--- src/rtl/multicycle_ctrl_if.sv ---
// Control bundle between the multicycle sequencer and the MIPS datapath.
// master = sequencer side, slave = datapath side.
interface multicycle_ctrl_if #(
    parameter int CNT_W = 32
);
    logic [5:0]       opcode;
    logic             mem_ready;
    logic             pc_write;
    logic             pc_write_cond;
    logic [1:0]       pc_source;
    logic             iord;
    logic             mem_read;
    logic             mem_write;
    logic             ir_write;
    logic [1:0]       reg_dst;
    logic [1:0]       mem_to_reg;
    logic             reg_write;
    logic             alu_src_a;
    logic [1:0]       alu_src_b;
    logic [1:0]       alu_op;
    logic [3:0]       state;
    logic             illegal_op;
    logic             mem_err;
    logic [CNT_W-1:0] instr_retired;

    modport master (
        input  opcode, mem_ready,
        output pc_write, pc_write_cond, pc_source, iord, mem_read, mem_write,
               ir_write, reg_dst, mem_to_reg, reg_write, alu_src_a, alu_src_b,
               alu_op, state, illegal_op, mem_err, instr_retired
    );

    modport slave (
        output opcode, mem_ready,
        input  pc_write, pc_write_cond, pc_source, iord, mem_read, mem_write,
               ir_write, reg_dst, mem_to_reg, reg_write, alu_src_a, alu_src_b,
               alu_op, state, illegal_op, mem_err, instr_retired
    );
endinterface

--- src/rtl/multicycle_ctrl.sv ---
// Multicycle MIPS control FSM: sequences fetch/decode/execute over a shared
// memory, waits on mem_ready with a hang timeout, and counts retired instructions.
module multicycle_ctrl #(
    parameter int CNT_W   = 32,
    parameter int TIMEOUT = 15
) (
    input  logic              clk,
    input  logic              rst_n,
    multicycle_ctrl_if.master bus
);
    typedef enum logic [3:0] {
        S_FETCH   = 4'd0,
        S_DECODE  = 4'd1,
        S_MEMADR  = 4'd2,
        S_MEMRD   = 4'd3,
        S_MEMWB   = 4'd4,
        S_MEMWR   = 4'd5,
        S_EXEC    = 4'd6,
        S_ALUWB   = 4'd7,
        S_BRANCH  = 4'd8,
        S_JUMP    = 4'd9,
        S_ADDI_EX = 4'd10,
        S_ADDI_WB = 4'd11,
        S_JAL     = 4'd12
    } state_t;

    localparam logic [5:0]       OP_RTYPE = 6'b000000;
    localparam logic [5:0]       OP_LW    = 6'b100011;
    localparam logic [5:0]       OP_SW    = 6'b101011;
    localparam logic [5:0]       OP_BEQ   = 6'b000100;
    localparam logic [5:0]       OP_J     = 6'b000010;
    localparam logic [5:0]       OP_JAL   = 6'b000011;
    localparam logic [5:0]       OP_ADDI  = 6'b001000;
    localparam logic [7:0]       TO_LIM   = 8'(TIMEOUT);
    localparam logic [CNT_W-1:0] CNT_ONE  = CNT_W'(1);

    state_t           r_state;
    logic [7:0]       r_wait_cnt;
    logic [CNT_W-1:0] r_retired;

    state_t w_next;
    logic   w_waiting;
    logic   w_timeout;
    logic   w_illegal;
    logic   w_retire;

    assign w_waiting = (r_state == S_FETCH) || (r_state == S_MEMRD) || (r_state == S_MEMWR);
    // A mem_ready in the timeout cycle takes priority: the access completes normally.
    assign w_timeout = w_waiting && !bus.mem_ready && (r_wait_cnt == TO_LIM);

    always_comb begin
        w_next    = r_state;
        w_illegal = 1'b0;
        w_retire  = 1'b0;
        case (r_state)
            S_FETCH: begin
                if (bus.mem_ready)  w_next = S_DECODE;
                else if (w_timeout) w_next = S_FETCH;
            end
            S_DECODE: begin
                case (bus.opcode)
                    OP_RTYPE:      w_next = S_EXEC;
                    OP_LW, OP_SW:  w_next = S_MEMADR;
                    OP_BEQ:        w_next = S_BRANCH;
                    OP_J:          w_next = S_JUMP;
                    OP_JAL:        w_next = S_JAL;
                    OP_ADDI:       w_next = S_ADDI_EX;
                    default: begin
                        w_next    = S_FETCH;
                        w_illegal = 1'b1;
                    end
                endcase
            end
            S_MEMADR:  w_next = (bus.opcode == OP_LW) ? S_MEMRD : S_MEMWR;
            S_MEMRD: begin
                if (bus.mem_ready)  w_next = S_MEMWB;
                else if (w_timeout) w_next = S_FETCH;
            end
            S_MEMWB: begin
                w_next   = S_FETCH;
                w_retire = 1'b1;
            end
            S_MEMWR: begin
                if (bus.mem_ready) begin
                    w_next   = S_FETCH;
                    w_retire = 1'b1;
                end else if (w_timeout) begin
                    w_next = S_FETCH;
                end
            end
            S_EXEC:    w_next = S_ALUWB;
            S_ADDI_EX: w_next = S_ADDI_WB;
            S_ALUWB, S_BRANCH, S_JUMP, S_JAL, S_ADDI_WB: begin
                w_next   = S_FETCH;
                w_retire = 1'b1;
            end
            default:   w_next = S_FETCH;
        endcase
    end

    always_ff @(posedge clk or negedge rst_n) begin
        if (!rst_n) begin
            r_state    <= S_FETCH;
            r_wait_cnt <= 8'd0;
            r_retired  <= '0;
        end else begin
            r_state <= w_next;
            // Counter only runs while stalled in a memory state; any exit or ready clears it.
            if (w_waiting && !bus.mem_ready && !w_timeout && (w_next == r_state))
                r_wait_cnt <= r_wait_cnt + 8'd1;
            else
                r_wait_cnt <= 8'd0;
            if (w_retire)
                r_retired <= r_retired + CNT_ONE;
        end
    end

    // Outputs decode from the async-reset state register so strobes drop with rst_n.
    always_comb begin
        bus.pc_write      = 1'b0;
        bus.pc_write_cond = 1'b0;
        bus.pc_source     = 2'b00;
        bus.iord          = 1'b0;
        bus.mem_read      = 1'b0;
        bus.mem_write     = 1'b0;
        bus.ir_write      = 1'b0;
        bus.reg_dst       = 2'b00;
        bus.mem_to_reg    = 2'b00;
        bus.reg_write     = 1'b0;
        bus.alu_src_a     = 1'b0;
        bus.alu_src_b     = 2'b00;
        bus.alu_op        = 2'b00;
        case (r_state)
            S_FETCH: begin
                bus.mem_read  = 1'b1;
                bus.alu_src_b = 2'b01;
                bus.ir_write  = bus.mem_ready;
                bus.pc_write  = bus.mem_ready;
            end
            S_DECODE:  bus.alu_src_b = 2'b11;
            S_MEMADR: begin
                bus.alu_src_a = 1'b1;
                bus.alu_src_b = 2'b10;
            end
            S_MEMRD: begin
                bus.mem_read = 1'b1;
                bus.iord     = 1'b1;
            end
            S_MEMWB: begin
                bus.reg_write  = 1'b1;
                bus.mem_to_reg = 2'b01;
            end
            S_MEMWR: begin
                bus.mem_write = 1'b1;
                bus.iord      = 1'b1;
            end
            S_EXEC: begin
                bus.alu_src_a = 1'b1;
                bus.alu_op    = 2'b10;
            end
            S_ALUWB: begin
                bus.reg_write = 1'b1;
                bus.reg_dst   = 2'b01;
            end
            S_BRANCH: begin
                bus.alu_src_a     = 1'b1;
                bus.alu_op        = 2'b01;
                bus.pc_write_cond = 1'b1;
                bus.pc_source     = 2'b01;
            end
            S_JUMP: begin
                bus.pc_write  = 1'b1;
                bus.pc_source = 2'b10;
            end
            S_JAL: begin
                bus.pc_write   = 1'b1;
                bus.pc_source  = 2'b10;
                bus.reg_write  = 1'b1;
                bus.reg_dst    = 2'b10;
                bus.mem_to_reg = 2'b10;
            end
            S_ADDI_EX: begin
                bus.alu_src_a = 1'b1;
                bus.alu_src_b = 2'b10;
            end
            S_ADDI_WB: bus.reg_write = 1'b1;
            default: ;
        endcase
    end

    assign bus.state         = r_state;
    assign bus.illegal_op    = w_illegal;
    assign bus.mem_err       = w_timeout;
    assign bus.instr_retired = r_retired;
endmodule

--- src/flat_wrapper.sv ---
// flat-port wrapper written by rule: the top's interface ports become plain ports
module multicycle_ctrl_flat 
#(
    parameter int CNT_W   = 32,
    parameter int TIMEOUT = 15
)
  (clk, rst_n, bus_opcode, bus_mem_ready, bus_pc_write, bus_pc_write_cond, bus_pc_source, bus_iord, bus_mem_read, bus_mem_write, bus_ir_write, bus_reg_dst, bus_mem_to_reg, bus_reg_write, bus_alu_src_a, bus_alu_src_b, bus_alu_op, bus_state, bus_illegal_op, bus_mem_err, bus_instr_retired);
  multicycle_ctrl_if #(.CNT_W(CNT_W)) bus_i ();
  input  logic clk;
  input  logic rst_n;
  input wire logic [$bits(bus_i.opcode)-1:0] bus_opcode;
  input wire logic [$bits(bus_i.mem_ready)-1:0] bus_mem_ready;
  output wire logic [$bits(bus_i.pc_write)-1:0] bus_pc_write;
  output wire logic [$bits(bus_i.pc_write_cond)-1:0] bus_pc_write_cond;
  output wire logic [$bits(bus_i.pc_source)-1:0] bus_pc_source;
  output wire logic [$bits(bus_i.iord)-1:0] bus_iord;
  output wire logic [$bits(bus_i.mem_read)-1:0] bus_mem_read;
  output wire logic [$bits(bus_i.mem_write)-1:0] bus_mem_write;
  output wire logic [$bits(bus_i.ir_write)-1:0] bus_ir_write;
  output wire logic [$bits(bus_i.reg_dst)-1:0] bus_reg_dst;
  output wire logic [$bits(bus_i.mem_to_reg)-1:0] bus_mem_to_reg;
  output wire logic [$bits(bus_i.reg_write)-1:0] bus_reg_write;
  output wire logic [$bits(bus_i.alu_src_a)-1:0] bus_alu_src_a;
  output wire logic [$bits(bus_i.alu_src_b)-1:0] bus_alu_src_b;
  output wire logic [$bits(bus_i.alu_op)-1:0] bus_alu_op;
  output wire logic [$bits(bus_i.state)-1:0] bus_state;
  output wire logic [$bits(bus_i.illegal_op)-1:0] bus_illegal_op;
  output wire logic [$bits(bus_i.mem_err)-1:0] bus_mem_err;
  output wire logic [$bits(bus_i.instr_retired)-1:0] bus_instr_retired;
  assign bus_i.opcode = bus_opcode;
  assign bus_i.mem_ready = bus_mem_ready;
  assign bus_pc_write = bus_i.pc_write;
  assign bus_pc_write_cond = bus_i.pc_write_cond;
  assign bus_pc_source = bus_i.pc_source;
  assign bus_iord = bus_i.iord;
  assign bus_mem_read = bus_i.mem_read;
  assign bus_mem_write = bus_i.mem_write;
  assign bus_ir_write = bus_i.ir_write;
  assign bus_reg_dst = bus_i.reg_dst;
  assign bus_mem_to_reg = bus_i.mem_to_reg;
  assign bus_reg_write = bus_i.reg_write;
  assign bus_alu_src_a = bus_i.alu_src_a;
  assign bus_alu_src_b = bus_i.alu_src_b;
  assign bus_alu_op = bus_i.alu_op;
  assign bus_state = bus_i.state;
  assign bus_illegal_op = bus_i.illegal_op;
  assign bus_mem_err = bus_i.mem_err;
  assign bus_instr_retired = bus_i.instr_retired;
  multicycle_ctrl #(.CNT_W(CNT_W), .TIMEOUT(TIMEOUT)) u_core (.clk(clk), .rst_n(rst_n), .bus(bus_i));
endmodule
--- config.mk ---
export PLATFORM = sky130hd
export DESIGN_NAME = multicycle_ctrl_flat
export DESIGN_NICKNAME = d
export VERILOG_FILES = /design/src/rtl/multicycle_ctrl_if.sv /design/src/rtl/multicycle_ctrl.sv /design/src/flat_wrapper.sv
export SDC_FILE = /design/constraint.sdc
export NUM_CORES = 1
export LEC_CHECK = 0
export CAP_MARGIN = 20
export CELL_PAD_IN_SITES_DETAIL_PLACEMENT = 1
export CELL_PAD_IN_SITES_GLOBAL_PLACEMENT = 2
export CORE_UTILIZATION = 29
export DETAILED_ROUTE_END_ITERATION = 7
export GPL_ROUTABILITY_DRIVEN = 0
export HOLD_SLACK_MARGIN = 0.1
export PLACE_DENSITY = 0.89
export SLEW_MARGIN = 40
export SYNTH_ARGS = -nofsm -noshare
export SYNTH_HDL_FRONTEND = slang
export SYNTH_SLANG_ARGS = --single-unit
--- constraint.sdc ---
create_clock -name clk -period 3 [get_ports clk]
set_clock_uncertainty 0.05 [all_clocks]
set_input_delay 0.45 -clock clk [delete_from_list [all_inputs] [get_ports clk]]
set_output_delay 0.45 -clock clk [all_outputs]
set_load 0.03 [all_outputs]
# After elaboration in Yosys (flattened, before gate mapping)
# Index checks and enable logic that the tools add are counted.
dict set report word_totals {
  out_inout_bits 56
  ff_bits 44
  latch_bits 0
  input_bits 9
  n_memories 0
  romBits 0
  mem_bits_rw 0
  word_cells 69
}
dict set report classes {
  order_cmp 0
  n_div 0
  addsub 2
  eq_ne 20
  reduce_logical 19
  mux 25
  bitwise_logic 0
  n_mul 0
  shifts 0
}
# operator count
set op_table {}
lappend op_table {{$add A32 B1 Y32 const B} 1}
lappend op_table {{$pmux W4 S7} 1}
lappend op_table {{$pmux W4 S6} 1}
lappend op_table {{$eq A4 B4 Y1 const B} 5}
lappend op_table {{$eq A4 B3 Y1 const B} 4}
lappend op_table {{$mux W4} 4}
lappend op_table {{$pmux W2 S2} 4}
lappend op_table {{$eq A6 B2 Y1 const B} 2}
lappend op_table {{$eq A6 B6 Y1 const B} 2}
lappend op_table {{$mux W1} 10}
lappend op_table {{$reduce_or A2 Y1} 5}
lappend op_table {{$add A8 B1 Y8 const B} 1}
lappend op_table {{$eq A4 B2 Y1 const B} 2}
lappend op_table {{$eq A8 B4 Y1 const B} 1}
lappend op_table {{$mux W8} 1}
lappend op_table {{$reduce_or A4 Y1} 2}
lappend op_table {{$reduce_or A7 Y1} 1}
lappend op_table {{$eq A6 B3 Y1 const B} 1}
lappend op_table {{$eq A6 B4 Y1 const B} 1}
lappend op_table {{$logic_not A6 Y1} 1}
lappend op_table {{$pmux W2 S3} 1}
lappend op_table {{$reduce_or A6 Y1} 1}
lappend op_table {{$eq A4 B1 Y1 const B} 1}
lappend op_table {{$eq A4 B4 Y1} 1}
lappend op_table {{other kinds (6)} 12}

# Depth between registers and ports, before layout
# Gate-level depths: netlist (run 1).
dict set report depth {
  word_depth 11
  ltp_mapped 6
  ltp_nobuf 6
}

# Worst setup path after synthesis (run 1)
# No wires, ideal clock.
dict set report synth_path {
  kind {reg2out}
  from {register u_core.r_state[0] (netlist: u_core.bus.state[0])}
  to {output bus_pc_source[0]}
  stages_incl_launch_ff 5
  slack_ns 0.057
  n_path_buf 3
  arrival_ns 2.443
  required_ns 2.500
  cell_sequence {dfrtp_1 > clkbuf_1 > clkbuf_1 > nor4b_1 > buf_4}
}
dict set report synth_via {
  elab_chain_len 3
  elab_cells_between_ends 5
  cone_classes {3 x eq/ne; 1 x mux; 1 x reduce/logical}
}
# item line_no
set synth_lines {}
lappend synth_lines {{from (decl)} multicycle_ctrl.sv:37} ;# state_t r_state;
lappend synth_lines {{from (signal assigned)} multicycle_ctrl.sv:107} ;# r_state <= w_next;
lappend synth_lines {{$eq A4 B4 Y1} multicycle_ctrl.sv:133} ;# case (r_state)
lappend synth_lines {{$reduce_or A2 Y1 (no source line)} n/a}
lappend synth_lines {{$pmux W2 S2 (*)} multicycle_ctrl.sv:133}
lappend synth_lines {{to (decl)} flat_wrapper.sv:15} ;# output wire logic [$bits(bus_i.pc_source)-1:0] bus_pc_source;
# Every way passes the cells marked *; elsewhere a longest branch is shown, timed or not.

# Worst setup path after layout (run 1)
dict set report layout_path {
  from {input bus_opcode[2]}
  to {output bus_illegal_op}
}
dict set report layout_via {
  elab_chain_len 4
  elab_cells_between_ends 10
  cone_classes {6 x eq/ne; 2 x mux; 2 x reduce/logical}
}
# item line_no
set layout_lines {}
lappend layout_lines {{from (decl)} flat_wrapper.sv:11} ;# input wire logic [$bits(bus_i.opcode)-1:0] bus_opcode;
lappend layout_lines {{$eq A6 B6 Y1, or another cell as far along} multicycle_ctrl.sv:61} ;# case (bus.opcode)
lappend layout_lines {{$reduce_or A7 Y1 (no source line) (*)} n/a}
lappend layout_lines {{$mux W1 (*)} multicycle_ctrl.sv:61}
lappend layout_lines {{$mux W1 (*)} multicycle_ctrl.sv:55} ;# case (r_state)
lappend layout_lines {{to (decl)} flat_wrapper.sv:27} ;# output wire logic [$bits(bus_i.illegal_op)-1:0] bus_illegal_op;
# Marked as above.

==> summary.md, run 1 <==
| Metric | Value |
|---|---|
| Vias post-DR | approximately 2.1k |
| Worst Hold Class | primary input to asynchronous set/reset pin |
| Yosys top cell area share | 0.456 |
| Synth Warn # | 0 |
| WL final | 6280 um |
| CP Max Fanout | 5 |
| Worst r2r src | u_core.bus.state[3]$_DFF_PN0_ |
| Nets@finish | around 340 |
| Dpl hpwl | about 4700 um |
| Die area | roughly 8700 um^2 |
| Final Cell Area | between 3000 and 4000 um^2 |
| Cell-internal power | approximately 1.1 mW |
| Power Total | 1.60 mW |
| Fillcell total | 913 |
| GRT Util Overall | 0.154 |
| Postcts setup bufs | 0 |
| IO Port Bufs | 64 |
| Root buf cell | clkbuf_8 |
| Seq pwr share | 0.430 |
| TNS Setup | 0 ns |
| Number of synthesized flops with an enable pin | 0 |
| Register area share after synthesis | 0.456 |
| Cells after Synth | around 260 |
| DRT Pass-1 Iters | 4 |
| Global-route wire length before repair | between 10000 and 15000 um |
| Top_reg_cell synth | dfrtp_1 |
| Number of buffers created by CTS | 5 |
| TritonCTS clock tree | built |
| Drt drc | 0 |
| FP Rows | 32 |
| PwrDens | between 400 and 500 nW/um^2 |
| Vias in the first global route | 2167 |
| Clock power frac | 0.310 |
| RSZ-0062 raised after global routing | false |
| Critical path arrival | roughly 2.4 ns |
| Later-pin clock latency in the skew report | 0.29 ns |
| Kind of critical path | primary input to primary output |
| Worst setup startpoint | bus_opcode[2] |
| Pin count of the biggest net entering global routing | 45 |
| I/O pin count | 65 |
| Register area | between 1000 and 1500 um^2 |
| Slew Limit Fails | 0 |
| Final hold violation count | 0 |
| Crit. End Element | primary output |
| CTS Sinks | 44 |
| Asr flop ratio synth | 1.00 |
| Fmax | 0.350 GHz |
| Grt total ovfl | 0 |
| Synth area leaders | dfrtp_1 46%, xor2_1 8.0%, xnor2_1 7.3% |
| WL/cell | between 10 and 15 um |
| Maximum VDD drop | approximately 0.27 mV |
| Fin crit period | 2.86 ns |
| Switching power | 0.501 mW |
| Leakage | 1.40 nW |
| Critical path required time | 2.50 ns |
| Final setup vio count | 0 |
| Ant. Diodes | 0 |
| Share of layout cells above drive strength 1 | 0.0721 |
| Max-slew headroom | 0.625 |
| Slew @ Worst Pin | around 0.56 ns |
| Status | completed |
| DRT antenna net count | 0 |
| Cell taking the most area after synthesis | dfrtp_1 |
| CP max stage delay | just over 0.7 ns |
| Die W | between 90 and 100 um |
| Proportion of power drawn by combinational gates | 0.260 |
| Via-to-Cell Ratio | between 4 and 5 |
| Tcrit/Tclk final | 0.954 |
| CORE AREA | approximately 7900 um^2 |
| Cell variety after synth | 40 |
| Placement Cell Area | 3190 um^2 |
| Top-count cell post-synth | dfrtp_1 |
| Number of synthesized register bits | 44 |
| Clock Path Buffers | 2 |
| Die height | 93.3 um |
| # Max-Cap Violations | 0 |
| Switching Share | 0.314 |
| Synthesis-to-layout area growth | 37.4% |
| CP max-delay cell | clkdlybuf4s50_1 |
| Post-Syn Area per Cell | 9.19 um^2 |
| CTS H-Tree Depth | 2 |
| Synthesized area | around 2400 um^2 |
| Cell repeated most along the worst path | clkdlybuf4s50_1 |
| Multi-input gate area | 1230 um^2 |
| Syn nets | ~270 |
| Clk slew on worst S/H paths | around 0.080 ns |
| Initial antenna violation count | 0 |
| Starting Density | 0.306 |
| Cells along the critical path | clkdlybuf4s50_1 > nor2_1 > a22oi_1 > nor3_1 > nor4_1 > clkdlybuf4s50_1 |
| CP startpoint kind | primary input |
| 1st-iter DRT viols | 63 |
| Top cells by count, synth | 44 x dfrtp_1, 37 x nor2_1, 23 x nand2_1 |
[layout make-up]
type / instances / share of cell area
multi-input combinational: 199 / 0.370
sequential: 44 / 0.332
timing repair buffer: 72 / 0.211
tap: 102 / 0.0384
clock buffer: 7 / 0.0290
inverter: 10 / 0.0113
clock inverter: 1 / 0.00904
[routing by layer]
layer | vias up | wire length (um) | GRT usage
met5 | - | 0 | 0
met4 | 0 | 62 | 0.0346
li1 | 1031 | - | -
met3 | 5 | 181 | 0.0301
met1 | 1041 | 3020 | 0.211
met2 | 35 | 3020 | 0.249
[power groups by stage]
| stage | combinational [mW] | sequential, mW | clock [mW] |
|---|---|---|---|
| finish | 0.415 | 0.687 | 0.495 |
| detailed placement | 0.417 | 0.698 | 0 |
| CTS | 0.422 | 0.687 | 0.509 |
| global route | 0.447 | 0.695 | 0.530 |
| global placement | 0.409 | 0.696 | 0 |
| floorplan | 0.171 | 0.757 | 0 |
[registers in the layout, summed over array words and instances (netlist names)]
| signal | count |
|---|---|
| u_core.bus.state | 4 |
| u_core.r_wait_cnt | 8 |
| u_core.bus.instr_retired | 32 |
[logic make-up after synthesis]
group	synth area share
AND/OR/NAND/NOR	0.284
flip-flops	0.456
XOR/XNOR	0.152
AO/OA/AOI/OAI	0.0554
buffers and inverters	0.0373
adder cells (fa/ha/maj)	0.0104
multiplexers	0.00466
[placed cells by master, fill, tap and decap left out, types with 2 or more instances in the layout]
cell type        netlist  routed
o21ai_0                5       5
and2_1                 3       3
nand3_1               11      11
a21oi_1                4       4
buf_4                  2       9
nor2_1                37      36
and3_1                 5       5
xor2_1                22      22
nor3_1                17      17
or3_1                  4       4
clkdlybuf4s50_1        0      62
a22oi_1                3       3
clkbuf_8               0       7
and4_1                 2       2
inv_1                 10      10
dfrtp_1               44      44
nand2b_1               6       6
nor4_1                 6       6
nor4b_1                2       2
xnor2_1               20      20
nor3_2                 2       2
nor2b_1                6       6
ha_1                   2       2
nand2_1               23      23
nand4_1                5       5
[critical path, delay by kind of cell]
family / cells / cell delay (ns)
AOI/OAI and AO/OA: 1 / 0.20
buffers and inverters: 2 / 1.28
and+or+nand+nor: 3 / 0.44
[worst paths after layout]
kind                       slack [ns]                                       end  cells after the start
max                              0.14                            bus_illegal_op                      6
min                              0.08  u_core.bus.instr_retired[24]$_DFFE_PN0P_                      1
max reg2reg                      0.45  u_core.bus.instr_retired[28]$_DFFE_PN0P_                      6
min reg2reg                      0.42            u_core.r_wait_cnt[0]$_DFF_PN0_                      1
max in group asynchronous        2.42   u_core.bus.instr_retired[0]$_DFFE_PN0P_                      1
min in group clk                 0.42            u_core.r_wait_cnt[0]$_DFF_PN0_                      1
[through the flow]
step,instances,hold WS [ns],utilization,setup WS (ns)
after floorplan,263,0.104,-,0.0565
after global placement,427,0.398,0.404,0.195
after detailed placement,427,0.411,0.404,0.145
after CTS,435,0.106,0.420,0.0803
after global routing,435,0.135,0.421,0.0575
final,435,0.0843,0.421,0.139
[repair_timing]
item                       4_1_cts  5_1_grt
resized for setup                0        2
hold buffers                     0        0
setup endpoints to repair        0        3
Note: power is estimated with default switching activity, not from simulation.
==> inputs of run 2 (changes only) <==
Settings changed: ABC_AREA set to 1, CORE_MARGIN set to 4, CORE_UTILIZATION 29 to 27, MAX_ROUTING_LAYER set to met4, PLACE_DENSITY 0.89 to 0.9.
==> run 2 against run 1 <==
  * Critical path depth stayed put
  * Non-clock buffer count is 7 lower
  * Via count is 46% higher
  * Synthesized area is 23% higher
  * Sequential share of layout area is 4.5 points lower
  * Register-to-register slack better by 0.53 ns
  * Global-route usage is 0.36 points higher
  * Setup slack better by 0.080 ns
  * Utilization is 6.6 points lower
  * Wire length is 48% higher
  * Combinational power is 120% higher
  * Flip-flop and latch count stayed put
  * Critical endpoint is now bus_mem_err
  * Largest power group is now combinational logic
  * Highest routed layer unchanged
==> summary.md, run 2 <==
| Metric | Value |
|---|---|
| RSZ-0062 raised after global routing | false |
| Synthesis-to-layout area growth | 29.4% |
| Slew @ Worst Pin | between 0.6 and 0.7 ns |
| Ant. Diodes | 0 |
| Final setup vio count | 0 |
| Worst reg2reg path depth | 9 |
| Post-Syn Area per Cell | roughly 6.3 um^2 |
| Later-pin clock latency in the skew report | roughly 0.30 ns |
| Global-route wire length before repair | 15900 um |
| Synthesized area | 2970 um^2 |
| CORE AREA | roughly 11000 um^2 |
| Die height | 113 um |
| Nets@finish | approximately 550 |
| Top-count cell post-synth | nand2_1 |
| Final hold violation count | 0 |
| Die area | 12700 um^2 |
| WL final | 9320 um |
| Clk slew on worst S/H paths | ~0.080 ns |
| Status | completed |
| Cell variety after synth | 24 |
| Leakage | about 1.7 nW |
| Top cells by count, synth | 205 x nand2_1, 83 x nor2_1, 44 x dfrtp_1 |
| # Max-Cap Violations | 0 |
| Number of synthesized flops with an enable pin | 0 |
| Worst Hold Class | primary input to asynchronous set/reset pin |
| GRT Util Overall | 0.157 |
| Tcrit/Tclk final | 0.927 |
| Number of buffers created by CTS | 5 |
| Largest register FFs | 32 |
| Register area share after synthesis | 0.371 |
| Crit. End Element | primary output |
| PwrDens | 534 nW/um^2 |
| Top_reg_cell synth | dfrtp_1 |
| IO Port Bufs | between 60 and 70 |
| CTS Sinks | between 40 and 50 |
| Fin crit period | 2.78 ns |
| Maximum VDD drop | roughly 0.35 mV |
| Kind of critical path | flip-flop to primary output |
| Pin count of the biggest net entering global routing | 45 |
| I/O pin count | 65 |
| Grt total ovfl | 0 |
| DRT antenna net count | 0 |
| TritonCTS clock tree | built |
| Starting Density | 0.275 |
| Critical path arrival | 2.28 ns |
| Clock Path Buffers | 2 |
| Max-slew headroom | 0.553 |
| Critical path required time | ~2.5 ns |
| Synth area leaders | dfrtp_1 37%, nand2_1 26%, nor2_1 11% |
| Fillcell total | roughly 1.4k |
| Number of synthesized register bits | 44 |
| Power Total | around 2.0 mW |
| Cell taking the most area after synthesis | dfrtp_1 |
| Die W | around 110 um |
| Drt drc | 0 |
| Vias post-DR | 3078 |
| Syn nets | around 480 |
| Most common cell after layout, fill and taps aside | nand2_1 |
| Postcts setup bufs | 0 |
| Fmax | 0.359 GHz |
| Most frequent cells in the layout | 205 x nand2_1, 82 x nor2_1, 63 x clkdlybuf4s50_1 |
| CP Max Fanout | 7 |
| Asr flop ratio synth | 1.00 |
| Dpl hpwl | 7360 um |
| Via-to-Cell Ratio | approximately 4.5 |
| Initial antenna violation count | 0 |
| Slew Limit Fails | 0 |
| CP startpoint kind | flip-flop |
| Synth Warn # | 0 |
| TNS Setup | 0 ns |
| Share of layout cells above drive strength 1 | 0.0428 |
| 1st-iter DRT viols | 98 |
| FP Rows | 38 |
| DRT Pass-1 Iters | 4 |
| Yosys top cell area share | 0.371 |
| WL/cell | ~14 um |
| Cells after Synth | 473 |
| Root buf cell | clkbuf_8 |
| Vias in the first global route | 3231 |
| CTS H-Tree Depth | 2 |
[run 2: cell count changes after synthesis, moves of 12 or more]
cell     change
nor3_1      -12
nor2_1      +46
nand3_1     +14
o21ai_0     +12
nand2_1    +182
inv_1       +33
xnor2_1     -15
[run 2: worst paths after layout]
path,startpoint,end,slack [ns]
max,u_core.bus.state[2]$_DFF_PN0_,bus_mem_err,0.22
min,rst_n,u_core.bus.instr_retired[21]$_DFFE_PN0P_,0.09
max reg2reg,u_core.bus.state[0]$_DFF_PN0_,u_core.bus.instr_retired[9]$_DFFE_PN0P_,0.98
min reg2reg,u_core.r_wait_cnt[0]$_DFF_PN0_,u_core.r_wait_cnt[0]$_DFF_PN0_,0.41
max in group asynchronous,rst_n,u_core.bus.instr_retired[3]$_DFFE_PN0P_,2.40
min in group clk,u_core.r_wait_cnt[0]$_DFF_PN0_,u_core.r_wait_cnt[0]$_DFF_PN0_,0.41
[run 2: stage by stage]
| stage | cell area (um^2) | cells | hold slack [ns] | util | setup slack, ns |
|---|---|---|---|---|---|
| 3_3_place_gp | 3730 | 671 | 0.393 | 0.346 | 0.396 |
| 4_1_cts | 3830 | 678 | 0.114 | 0.355 | 0.0643 |
| 5_1_grt | 3840 | 678 | 0.139 | 0.355 | 0.0270 |
| 3_5_place_dp | 3740 | 671 | 0.404 | 0.346 | 0.310 |
| 2_1_floorplan | 2970 | 473 | 0.104 | - | 0.561 |
| 6_report | 3840 | 678 | 0.0896 | 0.355 | 0.218 |
[run 2: what timing repair did]
| action | CTS | global route |
|---|---|---|
| hold buffers | 0 | 0 |
| gates resized for setup | 0 | 1 |
| setup endpoints to repair | 0 | 2 |
[run 2: layout make-up]
| cell class | instances | area [um^2] | share of cell area |
|---|---|---|---|
| inverters | 46 | 173 | 0.0450 |
| flip-flops and latches | 44 | 1100 | 0.287 |
| clock buffers | 7 | 96.3 | 0.0251 |
| well taps | 140 | 175 | 0.0457 |
| multi-input cells | 376 | 1650 | 0.429 |
| repair buffers | 65 | 646 | 0.168 |
[run 2: critical path: stages (launching register included)]
cell and delay, ns:
dfrtp_1 0.46, nor2_2 0.30, nand2_1 0.15, nand2_1 0.12, o21ai_0 0.11, nor2_1 0.15
clkdlybuf4s50_1 0.70
[run 2: where the power goes]
part,switching (mW),internal [mW]
sequential,0.0784,0.647
combinational,0.611,0.301
clock,0.204,0.205
[run 2: per-layer routing]
metal,part of all wire,wire (um),GRT usage,vias to the layer above
met3,0.027,252,0.0225,7
met1,0.48,4490,0.202,1453
met2,0.48,4440,0.261,45
met4,0.014,130,0.0393,0
li1,-,-,-,1573
met5,0,0,-,-
[run 2: cells by family after synthesis]
group           share of synthesized area
simple gates                        0.439
xor+xnor                           0.0620
fa+ha+maj                         0.00844
compound gates                     0.0443
flops                               0.371
buf+inv                            0.0747
